$ cat src/rtl/tick_sched_pkg.sv
// Shared encodings and default sizing for the tick scheduler.
// The state decode helper maps the unused code onto IDLE.
package tick_sched_pkg;

  localparam int NCH_DEFAULT = 4;
  localparam int W_DEFAULT   = 32;

  typedef enum logic [1:0] {
    ST_IDLE  = 2'd0,
    ST_RUN   = 2'd1,
    ST_PAUSE = 2'd2
  } state_t;

  function automatic state_t decode_state(input logic [1:0] code);
    case (code)
      2'd1:    return ST_RUN;
      2'd2:    return ST_PAUSE;
      default: return ST_IDLE;
    endcase
  endfunction

endpackage

$ cat src/rtl/tick_chan.sv
// One tick channel: period register, free-running counter and registered tick pulse.
// A tick whose edge also leaves RUN is dropped; the counter keeps its phase.
module tick_chan #(
  parameter int W = 32
) (
  input  logic         clk,
  input  logic         rst,
  input  logic         adv,
  input  logic         keep,
  input  logic         clr,
  input  logic         wr_en,
  input  logic [W-1:0] wr_period,
  output logic         tick
);

  localparam logic [W-1:0] ONE = W'(1);

  logic [W-1:0] period_reg;
  logic [W-1:0] cnt_reg;
  logic         tick_reg;

  always_ff @(posedge clk or negedge rst) begin
    if (!rst) begin
      period_reg <= '0;
      cnt_reg    <= '0;
      tick_reg   <= 1'b0;
    end else begin
      tick_reg <= 1'b0;
      if (wr_en) begin
        period_reg <= wr_period;
      end
      if (clr || wr_en) begin
        cnt_reg <= '0;
      end else if (adv) begin
        if (period_reg == '0) begin
          cnt_reg <= '0;
        end else if (cnt_reg == period_reg - ONE) begin
          cnt_reg  <= '0;
          tick_reg <= keep;
        end else begin
          cnt_reg <= cnt_reg + ONE;
        end
      end
    end
  end

  assign tick = tick_reg;

endmodule

$ cat src/rtl/tick_sched.sv
// Multi-channel tick scheduler: IDLE/RUN/PAUSE control, uptime counter and config port.
// Reset asserts asynchronously; its release is synchronised before RUN can be entered.
module tick_sched
  import tick_sched_pkg::*;
#(
  parameter int NCH = NCH_DEFAULT,
  parameter int W   = W_DEFAULT
) (
  input  logic                   clk,
  input  logic                   rst,
  input  logic                   start,
  input  logic                   pause,
  input  logic                   stop,
  input  logic                   cfg_valid,
  output logic                   cfg_ready,
  input  logic [$clog2(NCH)-1:0] cfg_ch,
  input  logic [W-1:0]           cfg_period,
  output logic [NCH-1:0]         tick,
  output logic [W-1:0]           uptime,
  output logic [1:0]             state
);

  localparam int CW = $clog2(NCH);

  state_t       state_reg;
  state_t       state_next;
  state_t       cur_state;
  logic [1:0]   sync_reg;
  logic         run_ok;
  logic         clr_all;
  logic         run;
  logic         tick_en;
  logic         cfg_fire;
  logic [W-1:0] uptime_reg;

  always_ff @(posedge clk or negedge rst) begin
    if (!rst) begin
      sync_reg <= 2'b00;
    end else begin
      sync_reg <= {sync_reg[0], 1'b1};
    end
  end

  assign run_ok = sync_reg[1];

  always_comb begin
    cur_state = decode_state(state_reg);
  end

  always_ff @(posedge clk or negedge rst) begin
    if (!rst) begin
      state_reg <= ST_IDLE;
    end else begin
      state_reg <= state_next;
    end
  end

  // stop beats pause beats start in every state
  always_comb begin
    state_next = cur_state;
    clr_all    = 1'b0;
    if (stop) begin
      state_next = ST_IDLE;
    end else begin
      case (cur_state)
        ST_IDLE: begin
          if (start && !pause && run_ok) begin
            state_next = ST_RUN;
            clr_all    = 1'b1;
          end
        end
        ST_RUN: begin
          if (pause) begin
            state_next = ST_PAUSE;
          end
        end
        ST_PAUSE: begin
          if (start && !pause) begin
            state_next = ST_RUN;
          end
        end
        default: state_next = ST_IDLE;
      endcase
    end
  end

  assign run       = (cur_state == ST_RUN);
  assign tick_en   = (state_next == ST_RUN);
  assign cfg_ready = !run;
  assign cfg_fire  = cfg_valid && cfg_ready;

  always_ff @(posedge clk or negedge rst) begin
    if (!rst) begin
      uptime_reg <= '0;
    end else if (clr_all) begin
      uptime_reg <= '0;
    end else if (run) begin
      uptime_reg <= uptime_reg + W'(1);
    end
  end

  // channel numbers with no instance simply match nothing
  for (genvar gi = 0; gi < NCH; gi++) begin : g_chan
    tick_chan #(
      .W(W)
    ) u_chan (
      .clk       (clk),
      .rst       (rst),
      .adv       (run),
      .keep      (tick_en),
      .clr       (clr_all),
      .wr_en     (cfg_fire && (cfg_ch == CW'(gi))),
      .wr_period (cfg_period),
      .tick      (tick[gi])
    );
  end

  assign uptime = uptime_reg;
  assign state  = cur_state;

endmodule
$ cat config.mk
export PLATFORM = sky130hd
export DESIGN_NAME = tick_sched
export DESIGN_NICKNAME = d
export VERILOG_FILES = /design/src/rtl/tick_sched_pkg.sv /design/src/rtl/tick_chan.sv /design/src/rtl/tick_sched.sv
export SDC_FILE = /design/constraint.sdc
export NUM_CORES = 1
export LEC_CHECK = 0
export BUFFER_PORTS_ARGS = -buffer_cell sky130_fd_sc_hd__buf_2
export CAP_MARGIN = 20
export CORE_MARGIN = 4
export CORE_UTILIZATION = 45
export CTS_CLUSTER_SIZE = 28
export DETAILED_ROUTE_END_ITERATION = 6
export GPL_TIMING_DRIVEN = 0
export PLACE_DENSITY = 0.65
export REMOVE_ABC_BUFFERS = 1
export SYNTH_ARGS = -nofsm -noshare
export SYNTH_HDL_FRONTEND = slang
export SYNTH_SLANG_ARGS = --single-unit
$ cat constraint.sdc
create_clock -name clk -period 4.33 [get_ports clk]
set_clock_uncertainty 0.1 [all_clocks]
set_input_delay 0.2165 -clock clk [delete_from_list [all_inputs] [get_ports clk]]
set_output_delay 0.2165 -clock clk [all_outputs]
set_load 0.005 [all_outputs]
# After elaboration in Yosys (flattened, before gate mapping)
# Index checks and enable logic that the tools add are counted.
# op_classes
addsub,9
n_eq_ne,12
mux,43
n_reduce_logical,24
# ops
op,n
32-bit two-way mux,18
"32-bit by 1-bit adder with 32-bit output, second input constant",5
32-bit equality test,4
32-bit zero test,4
"32-bit by 1-bit subtractor with 32-bit output, second input constant",4
1-bit two-way mux,19
2-bit nonzero test,5
"2-bit by 1-bit equality test with 1-bit output, second input constant",4
"2-bit equality test, second input constant",4
2-bit two-way mux,4
1-bit logical AND,7
2-bit case mux with 3 select lines,1
2-bit zero test,2
1-bit logical OR,4
2-bit case mux with 2 select lines,1
1-bit zero test,2
# totals
reg_bits,296
out_inout_bits,39
wordCells,103

# Logic depth before layout (Yosys ltp)
# logic_depth
word_depth,11
mapped_depth,14
ltp_nobuf,11

# By module
# From an unflattened synthesis, not the netlist that was laid out.
# unflattened
cells_unflattened,2213
area_unflattened_um2,19723.9
# by_module_without_submodules
module,n_inst,cells_each,area_per_inst_um2
tick_chan (g_chan[1].u_chan ...),2,495,4356.7
tick_chan (g_chan[0].u_chan),1,516,4555.6
tick_chan (g_chan[3].u_chan),1,511,4534.3
tick_sched,1,196,1920.6

# Worst setup path before layout
# No wires, ideal clock.
# synth_timing
path_type,register to register
from,register g_chan[1].u_chan.period_reg[13]
to,register g_chan[1].u_chan.cnt_reg[3]
arrival_time_ps,3590
slack_ps,520
stages_incl_launch_ff,14
path_buffers,4
synth_period_minus_slack_ps,3810
path_cell_list,dfrtp_1 > clkbuf_1 > or4_1 > clkbuf_1 > nor3_2 > nand3_1 > xnor2_1 > or4b_1 > or4_1 > nand4b_1 > buf_2 > and2_1 > clkbuf_1 > a22o_1
# synth_via
elab_chain_cells,6
elab_cells_between_ends,7
cone_classes,add/sub (1); eq/ne (1); mux (4); reduce/logical (1)
# synth_lines
element,line_no,source
from (decl),tick_chan.sv:18,logic [W-1:0] period_reg;
from (signal assigned),tick_chan.sv:30,period_reg <= wr_period;
32-bit by 1-bit subtractor with 32-bit output,tick_chan.sv:37,end else if (cnt_reg == period_reg - ONE) begin
32-bit equality test,tick_chan.sv:37,
32-bit two-way mux,tick_chan.sv:37,
32-bit two-way mux *,tick_chan.sv:35,if (period_reg == '0) begin
32-bit two-way mux *,tick_chan.sv:34,end else if (adv) begin
32-bit two-way mux *,tick_chan.sv:32,if (clr || wr_en) begin
to (signal assigned),tick_chan.sv:41,cnt_reg <= cnt_reg + ONE;
to (decl),tick_chan.sv:19,logic [W-1:0] cnt_reg;
# Mark *: on every way between the ends. The rest lies on a longest branch, timed or not. The select of a mux whose other input is x is not followed.
# A chain may end at the register's enable or synchronous reset.

# Final worst setup path
# layout_timing
from,register g_chan[2].u_chan.period_reg[4]
to,register g_chan[2].u_chan.cnt_reg[6]
# layout_via
elab_chain_cells,6
elab_cells_between_ends,7
cone_classes,add/sub (1); eq/ne (1); mux (4); reduce/logical (1)
# layout_lines
element,line_no
from (decl),tick_chan.sv:18
from (signal assigned),tick_chan.sv:30
32-bit by 1-bit subtractor with 32-bit output,tick_chan.sv:37
32-bit equality test,tick_chan.sv:37
32-bit two-way mux,tick_chan.sv:37
32-bit two-way mux *,tick_chan.sv:35
32-bit two-way mux *,tick_chan.sv:34
32-bit two-way mux *,tick_chan.sv:32
to (signal assigned),tick_chan.sv:41
to (decl),tick_chan.sv:19
# Marked as above.

==> run summary <==
Rows - 75
Area Overhead vs Synth - 13.9%
Synth top area share - 38.9%
NumNets Final - 2217
CP peak stage delay - 0.64 ns
Vias in the first global route - 16300
Commonest non-fill, non-tap cell in the layout - dfrtp_1
Status - finished, final reports clean
Power share of the combinational group - 19.8%
All-Layer GR Usage - 22.3%
Flop2flop setup slack - 0.22 ns
Max Clock Freq - 244 MHz
Layout cell share with drive strength beyond 1 - 15.9%
Path depth of the worst reg2reg path - 10
Pwr Density - 373 nW/um^2
Worst Path Max Fanout - 25
Clk buf depth - 3
Skew-Pair Late Insertion Delay - 0.53 ns
Ordered list of cells on the worst path - nor3_2 > nand3_2 > or4_4 > o41ai_2 > nand4_1 > or3_1 > or4_4 > buf_16 > nand2_2 > o211ai_1
Clock sink total - 296
Period utilization - 94.8%
Placer congestion estimate - 0.897
Synth Cell Area - 19000 um^2
Ys async rst share - 100%
Number of I/O pins - 79
Worst hold-check path type - input pin to flip-flop
Initial antenna violation count - 3
GR Layer Usage met3 - 3.72%
Final Hold Fails - 0
Sequential Power Share - 43.7%
Fin cells - 2730
Crit path launch type - flip-flop
DRT iter0 DRCs - 1200
Met2 Track Usage GR - 37.2%
Worst setup path endpoint - g_chan[2].u_chan.cnt_reg[6]
Number of inserted diodes - 0
Clock share of power - 36.5%
Worst setup EP type - flip-flop
Worst hold slack - 0.0200 ns
#FFs+latches synth - 296
Sw Ratio - 30.9%
Most frequent cells in the layout - dfrtp_1, nand2_1, nand3_1
Routed wire length - 51500 um
Root Driver - clkbuf_16
CP Data Required Time - 4.62 ns
Initial Utilization - 45.5%
Register clock-pin slew on the reported worst setup and hold paths - 0.06 ns
R2r startpoint - g_chan[2].u_chan.period_reg[4]
Syn avg cell area - 8.99 um^2
Slew headroom - 35.4%
DRT Pass-1 Iters - 5
First-pass GRT wire length - 83800 um
Number of synthesized flops with an enable pin - 0
Fill cell count - 3867
Post-synthesis cell count - 2119
Slew @ Worst Pin - 0.965 ns
Die area - 45700 um^2
Int Power - 5590 uW
Pin count of the biggest net entering global routing - 126
GR Layer Usage met1 - 30.6%
Cell mode on critical path - or4_4
Avg Vias per Cell - 6.08
Gr busiest metal - met2
Total number of vias - 16600
Yosys cell types - 87
# setup viols final - 0
Crit-path slowest cell - or4_4
Worst VDD drop - 0.297 mV
R2R Path End - g_chan[2].u_chan.cnt_reg[6]
Worst Path Arrival - 4.40 ns
Ranking of synthesized cells by area - dfrtp_1, mux2_2, xnor2_1
Core Area - 41900 um^2
Placed Cells - 2628
Wire per inst - 18.9 um
Leakage - 0.00852 uW
Seq/Total Area, Yosys - 38.9%
Type of the worst setup path - flip-flop to flip-flop
Fin crit period - 4.11 ns
Max Cap Violations - 0
Num CTS Buffers - 34
Die Height - 214 um
Placed wire-length estimate - 36600 um
Max Transition Viols Final - 0
Post-DRT Antenna Nets - 0
RSZ-0062 raised after global routing - no
Area leader, netlist - dfrtp_1
Yosys warns - 0
Final core utilization - 51.8%
H-Tree Level Count - 2
Total gr overflow - 0
IO buf count - 78
Die width - 214 um
Worst Setup SP - g_chan[2].u_chan.period_reg[4]
Most used DFF post-synth - dfrtp_1
DRC Markers - 0
CTS tree - done
Sw Pwr - 2500 uW
-- cell usage after synthesis, types with 14 or more instances --
cell type and instances:
a21oi_1 26, a31oi_1 50, and3_1 40, and4_1 18, buf_2 15, clkbuf_1 88, dfrtp_1 296, inv_1 62
mux2_2 120, mux2i_1 31, nand2_1 215, nand2b_1 16, nand3_1 154, nand3b_1 17, nand4_1 99, nand4b_1 19
nor2_1 153, nor2b_1 17, nor3_1 61, nor4_1 45, o211ai_1 30, o21ai_0 64, o311ai_1 18, or2_2 14
or3_1 22, or4_1 17, xnor2_1 111, xor2_1 91
-- kinds of logic after synthesis --
group | after synthesis | synth area share, %
AO/OA/AOI/OAI | 291 | 10.5
XOR/XNOR | 202 | 9.29
adder cells (fa/ha/maj) | 12 | 0.788
buffers and inverters | 190 | 4.19
flip-flops | 296 | 38.9
multiplexers | 151 | 8.73
other | 1 | 0.0197
AND/OR/NAND/NOR | 976 | 27.6
-- power groups by stage --
stage | combinational, uW | sequential, uW | clock (uW)
after detailed placement | 1550 | 3560 | 0
final | 1600 | 3540 | 2950
after global placement | 1450 | 3550 | 0
after CTS | 1590 | 3520 | 3010
after global routing | 1770 | 3590 | 3140
after floorplan | 1140 | 3420 | 0
-- stage by stage --
| stage | power, uW | TNS, ns | area [um^2] | setup WS, ns |
|---|---|---|---|---|
| 5_1_grt | 8500 | 0 | 21700 | 0.0688 |
| 4_1_cts | 8110 | 0 | 21600 | 0.100 |
| 2_1_floorplan | 4560 | -31.93 | 18500 | -0.987 |
| 6_report | 8090 | 0 | 21700 | 0.225 |
| 3_3_place_gp | 5000 | -1091.51 | 19500 | -3.62 |
| 3_5_place_dp | 5110 | -38.42 | 20000 | -0.750 |
-- worst max-delay path, delay by kind of cell (launching register included) --
kind | cells | cell delay, ns
AOI/OAI and AO/OA | 2 | 0.58
DFF | 1 | 0.48
and+or+nand+nor | 7 | 2.57
buffers and inverters | 1 | 0.22
-- per-layer routing --
layer	routed length [um]	vias up
met5	21	-
met4	1070	4
met3	3100	83
met2	24200	447
met1	23100	8189
li1	-	7871
-- what timing repair did --
action | 4_1_cts | 5_1_grt
hold buffers | 34 | 0
hold endpoints to repair | 196 | 0
setup buffers | 3 | 2
pin swaps | 1 | 1
gates resized for setup | 9 | 15
endpoints found under the setup margin | 101 | 86
-- cell type report --
type                            count  area (um^2)  area share [%]
Sequential cell                   296         7410            34.2
Timing Repair Buffer              138         1180            5.45
Multi-Input combinational cell   1633        11000            50.9
Inverter                           62          233            1.07
Tap cell                          539          674            3.11
Clock inverter                      4         47.5           0.219
Clock buffer                       58         1090            5.05
-- how the worst min path moves through the flow --
| stage | startpoint | to | depth (start not counted) |
|---|---|---|---|
| finish | cfg_period[31] | g_chan[1].u_chan.period_reg[31] | 2 |
| global route | cfg_period[31] | g_chan[0].u_chan.period_reg[31] | 2 |
| CTS | cfg_period[31] | g_chan[1].u_chan.period_reg[31] | 2 |
| detailed placement | rst | g_chan[3].u_chan.cnt_reg[25] | 1 |
| global placement | sync_reg[0] | sync_reg[1] | 0 |
| floorplan | rst | g_chan[0].u_chan.cnt_reg[0] | 0 |
(Power assumes the default switching activity.)
